==> src/rtl/obi_mgr_pkg.sv <==
// Shared types and helpers for the OBI manager arbiter.
package obi_mgr_pkg;

  typedef enum logic [1:0] {
    IDLE = 2'd0,
    REQ  = 2'd1,
    RSP  = 2'd2
  } arb_state_e;

  // Index width for a controller count; a single controller still gets one bit.
  function automatic int unsigned idx_w(input int unsigned n);
    return (n > 1) ? $clog2(n) : 1;
  endfunction

  // Byte-enable fill for a data width of up to 64 bits; callers slice the low DATA_WIDTH/8 bits.
  function automatic logic [7:0] be_all_ones(input int unsigned dw);
    logic [7:0] be;
    be = '0;
    for (int unsigned i = 0; i < 8; i++) begin
      if (i < dw / 8) be[i] = 1'b1;
    end
    return be;
  endfunction

endpackage

==> src/rtl/obi_rr_picker.sv <==
// Combinational round-robin pick: first set req bit scanning from rr_ptr_i upward with wrap.
// Ports: req_i request vector, rr_ptr_i scan start; gnt_o one-hot winner, idx_o winner index,
// any_o set when any request is present.
module obi_rr_picker
  import obi_mgr_pkg::*;
#(
  parameter int unsigned NUM_REQ = 4,
  parameter int unsigned IDX_W   = idx_w(NUM_REQ)
) (
  input  logic [NUM_REQ-1:0] req_i,
  input  logic [IDX_W-1:0]   rr_ptr_i,
  output logic [NUM_REQ-1:0] gnt_o,
  output logic [IDX_W-1:0]   idx_o,
  output logic               any_o
);

  int unsigned      cand;
  logic [IDX_W-1:0] cand_idx;

  always_comb begin
    gnt_o    = '0;
    idx_o    = '0;
    any_o    = 1'b0;
    cand     = 0;
    cand_idx = '0;
    for (int unsigned i = 0; i < NUM_REQ; i++) begin
      cand = 32'(rr_ptr_i) + i;
      if (cand >= NUM_REQ) cand = cand - NUM_REQ;
      cand_idx = IDX_W'(cand);
      if (!any_o && req_i[cand_idx]) begin
        any_o           = 1'b1;
        gnt_o[cand_idx] = 1'b1;
        idx_o           = cand_idx;
      end
    end
  end

endmodule

==> src/rtl/obi_mgr_arbiter.sv <==
// Round-robin arbiter sharing one OBI manager port among NUM_REQ controllers, one
// transaction outstanding at a time.
// Ports: controller side req_i/we_i/addr_i/wdata_i in, gnt_o/rvalid_o/rdata_o/err_o out;
// status err_cnt_o (saturating error count) and proto_err_o (sticky stray rvalid);
// OBI side obi_req_o/obi_addr_o/obi_we_o/obi_be_o/obi_wdata_o/obi_rready_o out,
// obi_gnt_i/obi_rvalid_i/obi_rdata_i/obi_err_i in.
module obi_mgr_arbiter
  import obi_mgr_pkg::*;
#(
  parameter int unsigned NUM_REQ    = 4,
  parameter int unsigned ADDR_WIDTH = 32,
  parameter int unsigned DATA_WIDTH = 32
) (
  input  logic                            clk_i,
  input  logic                            reset_ni,
  input  logic [NUM_REQ-1:0]              req_i,
  input  logic [NUM_REQ-1:0]              we_i,
  input  logic [NUM_REQ*ADDR_WIDTH-1:0]   addr_i,
  input  logic [NUM_REQ*DATA_WIDTH-1:0]   wdata_i,
  output logic [NUM_REQ-1:0]              gnt_o,
  output logic [NUM_REQ-1:0]              rvalid_o,
  output logic [DATA_WIDTH-1:0]           rdata_o,
  output logic                            err_o,
  output logic [7:0]                      err_cnt_o,
  output logic                            proto_err_o,
  output logic                            obi_req_o,
  input  logic                            obi_gnt_i,
  output logic [ADDR_WIDTH-1:0]           obi_addr_o,
  output logic                            obi_we_o,
  output logic [DATA_WIDTH/8-1:0]         obi_be_o,
  output logic [DATA_WIDTH-1:0]           obi_wdata_o,
  input  logic                            obi_rvalid_i,
  output logic                            obi_rready_o,
  input  logic [DATA_WIDTH-1:0]           obi_rdata_i,
  input  logic                            obi_err_i
);

  localparam int unsigned IDX_W  = idx_w(NUM_REQ);
  localparam logic [7:0]  BE_ALL = be_all_ones(DATA_WIDTH);

  arb_state_e              state_q, state_d;
  logic [IDX_W-1:0]        rr_ptr_q, rr_ptr_d;
  logic [IDX_W-1:0]        owner_q, owner_d;
  logic [ADDR_WIDTH-1:0]   addr_q, addr_d;
  logic                    we_q, we_d;
  logic [DATA_WIDTH-1:0]   wdata_q, wdata_d;
  logic [7:0]              err_cnt_q, err_cnt_d;
  logic                    proto_err_q, proto_err_d;

  logic [NUM_REQ-1:0]      pick_gnt;
  logic [IDX_W-1:0]        pick_idx;
  logic                    pick_any;

  logic [ADDR_WIDTH-1:0]   addr_arr  [NUM_REQ];
  logic [DATA_WIDTH-1:0]   wdata_arr [NUM_REQ];

  for (genvar k = 0; k < NUM_REQ; k++) begin : g_unpack
    assign addr_arr[k]  = addr_i[k*ADDR_WIDTH +: ADDR_WIDTH];
    assign wdata_arr[k] = wdata_i[k*DATA_WIDTH +: DATA_WIDTH];
  end

  obi_rr_picker #(
    .NUM_REQ (NUM_REQ),
    .IDX_W   (IDX_W)
  ) u_picker (
    .req_i    (req_i),
    .rr_ptr_i (rr_ptr_q),
    .gnt_o    (pick_gnt),
    .idx_o    (pick_idx),
    .any_o    (pick_any)
  );

  always_comb begin
    state_d      = state_q;
    rr_ptr_d     = rr_ptr_q;
    owner_d      = owner_q;
    addr_d       = addr_q;
    we_d         = we_q;
    wdata_d      = wdata_q;
    err_cnt_d    = err_cnt_q;
    proto_err_d  = proto_err_q;
    gnt_o        = '0;
    rvalid_o     = '0;
    rdata_o      = '0;
    err_o        = 1'b0;
    obi_req_o    = 1'b0;
    obi_rready_o = 1'b0;

    // A response arriving while none is outstanding is dropped and flagged.
    if (obi_rvalid_i && (state_q != RSP)) proto_err_d = 1'b1;

    unique case (state_q)
      IDLE: begin
        if (pick_any) begin
          gnt_o   = pick_gnt;
          addr_d  = addr_arr[pick_idx];
          we_d    = we_i[pick_idx];
          wdata_d = wdata_arr[pick_idx];
          owner_d = pick_idx;
          state_d = REQ;
        end
      end
      REQ: begin
        obi_req_o = 1'b1;
        if (obi_gnt_i) state_d = RSP;
      end
      RSP: begin
        obi_rready_o = 1'b1;
        if (obi_rvalid_i) begin
          rvalid_o[owner_q] = 1'b1;
          rdata_o           = obi_rdata_i;
          err_o             = obi_err_i;
          rr_ptr_d          = (owner_q == IDX_W'(NUM_REQ - 1)) ? '0 : owner_q + 1'b1;
          state_d           = IDLE;
          if (obi_err_i && (err_cnt_q != '1)) err_cnt_d = err_cnt_q + 8'd1;
        end
      end
      default: state_d = IDLE;
    endcase
  end

  always_ff @(posedge clk_i or negedge reset_ni) begin
    if (!reset_ni) begin
      state_q     <= IDLE;
      rr_ptr_q    <= '0;
      owner_q     <= '0;
      addr_q      <= '0;
      we_q        <= 1'b0;
      wdata_q     <= '0;
      err_cnt_q   <= '0;
      proto_err_q <= 1'b0;
    end else begin
      state_q     <= state_d;
      rr_ptr_q    <= rr_ptr_d;
      owner_q     <= owner_d;
      addr_q      <= addr_d;
      we_q        <= we_d;
      wdata_q     <= wdata_d;
      err_cnt_q   <= err_cnt_d;
      proto_err_q <= proto_err_d;
    end
  end

  assign obi_addr_o  = addr_q;
  assign obi_we_o    = we_q;
  assign obi_wdata_o = wdata_q;
  assign obi_be_o    = BE_ALL[DATA_WIDTH/8-1:0];
  assign err_cnt_o   = err_cnt_q;
  assign proto_err_o = proto_err_q;

endmodule

==> config.mk <==
export PLATFORM = sky130hd
export DESIGN_NAME = obi_mgr_arbiter
export DESIGN_NICKNAME = d
export VERILOG_FILES = /design/src/rtl/obi_mgr_pkg.sv /design/src/rtl/obi_rr_picker.sv /design/src/rtl/obi_mgr_arbiter.sv
export SDC_FILE = /design/constraint.sdc
export NUM_CORES = 1
export LEC_CHECK = 0
export ABC_CLOCK_PERIOD_IN_PS = 4200
export BUFFER_PORTS_ARGS = -buffer_cell sky130_fd_sc_hd__buf_2
export CORE_AREA = 2 2 166 168
export CTS_CLUSTER_SIZE = 24
export DETAILED_ROUTE_END_ITERATION = 16
export DIE_AREA = 0 0 168 170
export PLACE_DENSITY = 0.55
export SYNTH_ARGS = -nofsm -noshare
export SYNTH_HDL_FRONTEND = slang
export SYNTH_SLANG_ARGS = --single-unit
==> constraint.sdc <==
create_clock -name clk_i -period 4.2 [get_ports clk_i]
set_input_delay 0.42 -clock clk_i [delete_from_list [all_inputs] [get_ports clk_i]]
set_output_delay 0.42 -clock clk_i [all_outputs]
set_load 0.03 [all_outputs]
==> metrics.md, run 1 <==
| Metric | Value |
|---|---|
| Non-filler cells, final | 1,532 |
| Skew-Pair Late Insertion Delay | 0.35 ns |
| Post-synth top area share | 29.4% |
| Post-synthesis cell count | 821 |
| Count of cell types in the netlist | 51 |
| R2R Path Start | rr_ptr_q[0] |
| Setup violators final | 0 |
| Synth Area in XOR/XNOR | 1.03% |
| I/O pin cnt | 422 |
| GP Congestion | 0.813 |
| Pleak | 4.43 nW |
| Worst slew margin relative to its limit | 21.5% |
| Worst Reg2Reg Path Length in Cells | 9 |
| DR vias | roughly 8,400 |
| Leading area contributor after synthesis | dfrtp_1 |
| Fraction of registers with async set/reset | 100% |
| R2R setup slack | a little over 0.7 ns |
| Post-Synth Simple-Gate Area | 23.5% |
| Synth Area per Inst | 8.29 sq um |
| HP Class | primary input to asynchronous set/reset pin |
| Worst clock skew | 0.0124 ns |
| All-Layer GR Usage | between 20% and 30% |
| DR pass1 iterations | 6 |
| Power Dens Cells | 846 nW/um^2 |
| Area delta synth->final | 39.9% |
| DIE HEIGHT | 170 microns |
| VDD IR-drop max | 395 uV |
| Final period util | 83.1% |
| Inst Count DP | 1,511 |
| Top cells by count, synth | nor3_1, nand2_1, dfrtp_1, o21ai_0, clkbuf_1 |
| Setup tns final | 0 ns |
| Worst-path maximum fanout | 39 |
| Mux cell area share after synthesis | 10.2% |
| Grt total ovfl | 0 |
| DRC violations left | 0 |
| Number of synthesized register bits | 80 |
| Initial core utilization | 25.5% |
| Layout Nets | approximately 1,500 |
| Row cnt | 60 |
| Aggregate routed wire length | 30,800 microns |
| Most frequent cell after synthesis | nor3_1 |
| Number of global-route vias before repair | 7,957 |
| Post-Syn Area | 6800 sq um |
| Crit path launch | rr_ptr_q[0] |
| Post-CTS sizing | 0 |
| Worst setup EP type | flip-flop |
| RSZ-0062 raised after global routing | no |
| Required @ worst endpoint | 4.43 ns |
| Placed inst area | 9190 sq um |
| Multi-input gate area | 4440 sq um |
| Worst Tran Pin Value | 1.18 ns |
| Htree depth | 3 |
| Hold buffers post-CTS | 0 |
| Setup bufs post-CTS | 0 |
| Achievable frequency | 286 MHz |
| Synth Flop Type | dfrtp_1 |
| Post-DRT Antenna Nets | 0 |
| Drt initial violations | 604 |
| Final Max Slew Viols | 0 |
| Final Hold Vio Count | 0 |
| Initial antenna violation count | 6 |
| First-pass GRT wire length | 45,700 microns |
| CTS Buf Count | 9 |
| Die ar. | 28,600 sq um |
| CTS max path bufs | 2 |
| Synth Area in Compound Gates | about 27% |
| Largest family of logic cells by synthesized area | compound AO/OA/AOI/OAI gates |
| Minimum clock period | ~3.5 ns |
| Worst setup SP type | flip-flop |
| EDFF count, synth | 0 |
| Clock sinks | 80 |
| Layout fillers | 2,822 |
| Kind of critical path | flip-flop to flip-flop |
| Outcome | finished, final reports clean |
| CTS tree | done |
| Pin count of the biggest net entering global routing | 54 |
| Top post-synthesis cells by area | dfrtp_1, nor3_1, a221o_1 |
| Vias per std cell | 5.46 |
| Yosys warning total | 0 |
| IO Port Bufs | 417 |
| Max Cap Violations | 0 |
| HPWL Detailed | 21,700 microns |
| Critical Path AT | 3.72 ns |
| Register area | 2010 sq um |
| Layout cells sized above 1 | 45.2% |
| Root Buffer | clkbuf_16 |
| Sequential area share after synthesis | 29.4% |
| Adder-Cell Fraction of Synth Area | 2.21% |
| Reg clk slew, reported paths | 0.07 ns |
| Final instance area | 9520 sq um |
| Width of the die | about 170 microns |
| Area of the core | between 20,000 and 30,000 sq um |
| WL per Instance | 20.1 microns |
## stage by stage
| stage | worst slack, ns | utilization (%) | power [mW] | hold WS [ns] |
|---|---|---|---|---|
| 3_5_place_dp | 0.670 | 34.5 | 7.22 | 0.450 |
| 6_report | 0.708 | 35.7 | 8.05 | 0.115 |
| 3_3_place_gp | 0.681 | 34.5 | 7.16 | 0.436 |
| 4_1_cts | 0.655 | 35.7 | 8.12 | 0.137 |
| 5_1_grt | 0.513 | 35.7 | 8.61 | 0.158 |
| 2_1_floorplan | 0.348 | - | 5.48 | 0.124 |
## where the power goes
group / switching [mW] / internal (mW)
combinational: 3.73 / 2.06
clock: 0.367 / 0.499
sequential: 0.240 / 1.16
## metal layers
metal  vias to the layer above  track usage [%]  routed length (microns)
met2                       455             35.0                    14900
met5                         -                0                       13
met3                        44             5.53                     2590
met1                      3971             24.8                    12700
li1                       3889                -                        -
met4                         2             6.35                      644
## worst paths after layout
path                                         to
min in group clk_i                   state_q[0]
worst max register to register    obi_addr_o[3]
worst max-delay path              obi_addr_o[3]
worst min register to register      proto_err_o
max in group asynchronous       obi_wdata_o[30]
worst min-delay path             obi_addr_o[18]
## final cells by class
class	instances	share of cell area, %
Antenna cell	5	0.131
Clock buffer	11	2.66
Clock inverter	5	0.671
Inverter	7	0.289
Multi-Input combinational cell	645	46.7
Sequential cell	80	21.1
Tap cell	341	4.48
Timing Repair Buffer	438	24.0
## cells by family after synthesis
kind of cell,after synthesis
AOI/OAI and AO/OA,251
other,1
muxes,51
DFF,80
buffers and inverters,99
and+or+nand+nor,319
adders and majority gates,12
xor gates and xnor gates,8
## sequential cells by signal, summed over array words and instances (netlist names)
register     cells
obi_addr_o      32
state_q          2
obi_we_o         1
owner_q          2
proto_err_o      1
rr_ptr_q         2
err_cnt_o        8
obi_wdata_o     32
## worst max-delay path, stage by stage (launching register included)
cell and delay, ns:
dfrtp_4 0.51, clkinv_2 0.08, ha_1 0.40, mux4_2 0.63, nor2b_2 0.37, nor2_8 0.05
o21ai_4 0.13, buf_4 0.48, mux2_2 0.40, a221o_1 0.31
## cells in the final DEF, fill, tap and decap left out, types with 4 or more instances in the layout
cell type and n:
a221o_1 45, diode_2 5, buf_4 19, o21ai_0 74, clkbuf_16 9, mux2_1 4
ha_1 12, conb_1 4, a31o_2 24, o221ai_1 25, and2_1 37, mux2_2 20
o311ai_0 4, buf_2 416, a21oi_1 5, inv_1 6, nor2_1 28, dfrtp_1 79
nor3_1 107, o22ai_1 43, xnor2_1 5, nand2_1 86, mux4_2 4, o311ai_1 20
nor4_1 41, mux2_4 20
Note: power is estimated with default switching activity, not from simulation.
==> run 2, diff against run 1 <==
--- a/config.mk
+++ b/config.mk
@@ -5,13 +5,13 @@
 export SDC_FILE = /design/constraint.sdc
 export NUM_CORES = 1
 export LEC_CHECK = 0
-export ABC_CLOCK_PERIOD_IN_PS = 4200
+export ABC_CLOCK_PERIOD_IN_PS = 3000
 export BUFFER_PORTS_ARGS = -buffer_cell sky130_fd_sc_hd__buf_2
-export CORE_AREA = 2 2 166 168
+export CORE_AREA = 2 2 164 166
 export CTS_CLUSTER_SIZE = 24
 export DETAILED_ROUTE_END_ITERATION = 16
-export DIE_AREA = 0 0 168 170
-export PLACE_DENSITY = 0.55
+export DIE_AREA = 0 0 166 168
+export PLACE_DENSITY = 0.58
 export SYNTH_ARGS = -nofsm -noshare
 export SYNTH_HDL_FRONTEND = slang
 export SYNTH_SLANG_ARGS = --single-unit
==> constraint.sdc (replaced) <==
create_clock -name clk_i -period 3 [get_ports clk_i]
set_input_delay 0.3 -clock clk_i [delete_from_list [all_inputs] [get_ports clk_i]]
set_output_delay 0.3 -clock clk_i [all_outputs]
set_load 0.03 [all_outputs]
==> metrics.md, run 2 (synthesis gave the netlist of run 1 again) <==
| Metric | Value |
|---|---|
| Max Cap Violations | 0 |
| Met3 Wirelength | 2450 microns |
| DR top layer | met4 |
| Htree depth | 3 |
| Skew-Pair Late Insertion Delay | around 0.35 ns |
| Required @ worst endpoint | roughly 3.2 ns |
| Area delta synth->final | 45.1% |
| Layout cells sized above 1 | 46.8% |
| Reg clk slew, reported paths | 0.08 ns |
| Die ar. | ~28,000 sq um |
| GP Congestion | 0.816 |
| Worst path bufs/invs | 3 |
| IO Port Bufs | 417 |
| Initial core utilization | 25.8% |
| I/O pin cnt | about 420 |
| Worst Tran Pin Value | around 0.77 ns |
| HPWL Detailed | ~21,000 microns |
| Number of inserted diodes | 0 |
| Worst setup SP type | flip-flop |
| Worst clock skew | 0.0115 ns |
| Vias per std cell | ~5.5 |
| Post-Route Utilization | between 30% and 40% |
| Inst Count DP | 1,525 |
| Final period util | 98.4% |
| DR pass1 iterations | 5 |
| Clock sinks | 80 |
| Critical Path AT | 3.19 ns |
| R2R Path Start | rr_ptr_q[0] |
| Worst setup EP type | flip-flop |
| DIE HEIGHT | 168 microns |
| CTS max path bufs | 2 |
| Kind of critical path | flip-flop to flip-flop |
| Most common cell after layout, fill and taps aside | buf_2 |
| Minimum clock period | between 2 and 3 ns |
| Power Dens Cells | 1210 nW/um^2 |
| First-pass GRT wire length | 46,800 microns |
| RSZ-0062 raised after global routing | yes |
| Layout Nets | approximately 1,500 |
| Drt initial violations | about 800 |
| Area of the core | 26,400 sq um |
| All-Layer GR Usage | 20.8% |
| Aggregate routed wire length | 31,500 microns |
| Number of global-route vias before repair | ~8,100 |
| Final Hold Vio Count | 0 |
| Critical Path Max Stage Delay | roughly 0.56 ns |
| WL per Instance | 20.3 microns |
| Non-filler cells, final | 1,551 |
| VDD IR-drop max | 564 uV |
| CTS Buf Count | 9 |
| Most frequent cells in the layout | buf_2, nor3_1, nand2_1, dfrtp_1, o21ai_0 |
| Worst-path maximum fanout | 18 |
| Post-DRT Antenna Nets | 0 |
| WL met2 | 15,200 microns |
| Worst path cell trace | clkinv_4 -> ha_4 -> mux4_2 -> nor2b_4 -> nor2_8 -> o21ai_4 -> buf_12 -> buf_16 -> mux2_2 -> a221o_1 |
| CTS tree | done |
| Hold_sp | obi_gnt_i |
| Pin count of the biggest net entering global routing | 91 |
| Worst path slowest cell | mux4_2 |
| Row cnt | 60 |
| Met1 Wirelength | between 10,000 and 15,000 microns |
| Final Max Slew Viols | 0 |
| DRC violations left | 0 |
| HP Class | primary input to flip-flop |
| Root Buffer | clkbuf_16 |
| Grt total ovfl | 0 |
| Pleak | 4.59 nW |
| Outcome | finished, final reports clean |
| Initial antenna violation count | 0 |
| Width of the die | 166 microns |
| Achievable frequency | 339 MHz |
| Setup violators final | 0 |
| Crit path launch | rr_ptr_q[0] |
| Crit-path leading delay family | multiplexers |
| Worst slew margin relative to its limit | between 40% and 50% |
| DR vias | around 8,600 |
==> run 2: cell types whose count changed in the layout (fill, tap and decap cells not counted), moves of 5 or more <==
cell	before	now
buf_4	19	31
buf_6	0	6
buf_12	3	8
diode_2	5	0
==> run 2: routing by layer <==
layer	vias up	track usage, %
li1	3936	-
met1	4116	26.9
met2	483	35.3
met3	35	4.37
met4	0	5.71
met5	-	0
==> run 2: worst register-to-register path, delay by kind of cell, from the launching register on <==
| kind | cells | cell delay (ns) |
|---|---|---|
| buffers and inverters | 3 | 0.38 |
| flip-flops | 1 | 0.44 |
| adder cells (fa/ha/maj) | 1 | 0.27 |
| AND/OR/NAND/NOR | 2 | 0.32 |
| multiplexers | 2 | 0.95 |
| AO/OA/AOI/OAI | 2 | 0.49 |
==> run 2: repair_timing <==
item | CTS | global route
endpoints found under the setup margin | 4 | 33
setup buffers | 0 | 5
hold buffers | 1 | 0
gates resized for setup | 2 | 18
cloned | 0 | 4
pin swaps | 0 | 6
hold endpoints to repair | 37 | 0
==> run 2: worst paths after layout <==
path,to,slack [ns],cells past startpoint
min in group asynchronous,err_cnt_o[4],0.48,2
max in group asynchronous,obi_wdata_o[14],1.82,3
worst min register to register,proto_err_o,0.47,1
worst min-delay path,state_q[0],0.16,2
worst max register to register,obi_addr_o[23],0.05,10
worst max-delay path,obi_addr_o[23],0.05,10
==> run 2: cell type report <==
type	count	area (sq um)
flip-flops and latches	80	2010
multi-input cells	645	4500
repair buffers	462	2620
inverters	7	31.3
well taps	341	427
clock inverters	5	57.6
clock buffers	11	233
fillers	2722	16500
==> run 2: through the flow <==
| stage | setup TNS [ns] | hold slack [ns] | instance area (sq um) | power (mW) | setup WS [ns] |
|---|---|---|---|---|---|
| final | 0 | 0.157 | 9870 | 12.0 | 0.0483 |
| after global routing | -0.222 | 0.172 | 9870 | 12.8 | -0.0274 |
| after CTS | 0 | 0.141 | 9700 | 11.6 | 0.0198 |
| after detailed placement | 0 | 0.332 | 9390 | 10.4 | 0.0274 |
| after global placement | 0 | 0.323 | 9390 | 10.3 | 0.0532 |
| after floorplan | -12.43 | 0.00441 | 6900 | 7.82 | -0.294 |
==> run 2: power by group <==
group          internal, mW  leakage (nW)  switching (mW)  total (mW)
Combinational          3.41          3.47            5.47        8.88
Sequential             1.62         0.986           0.311        1.93
Clock                 0.646         0.132           0.515        1.16
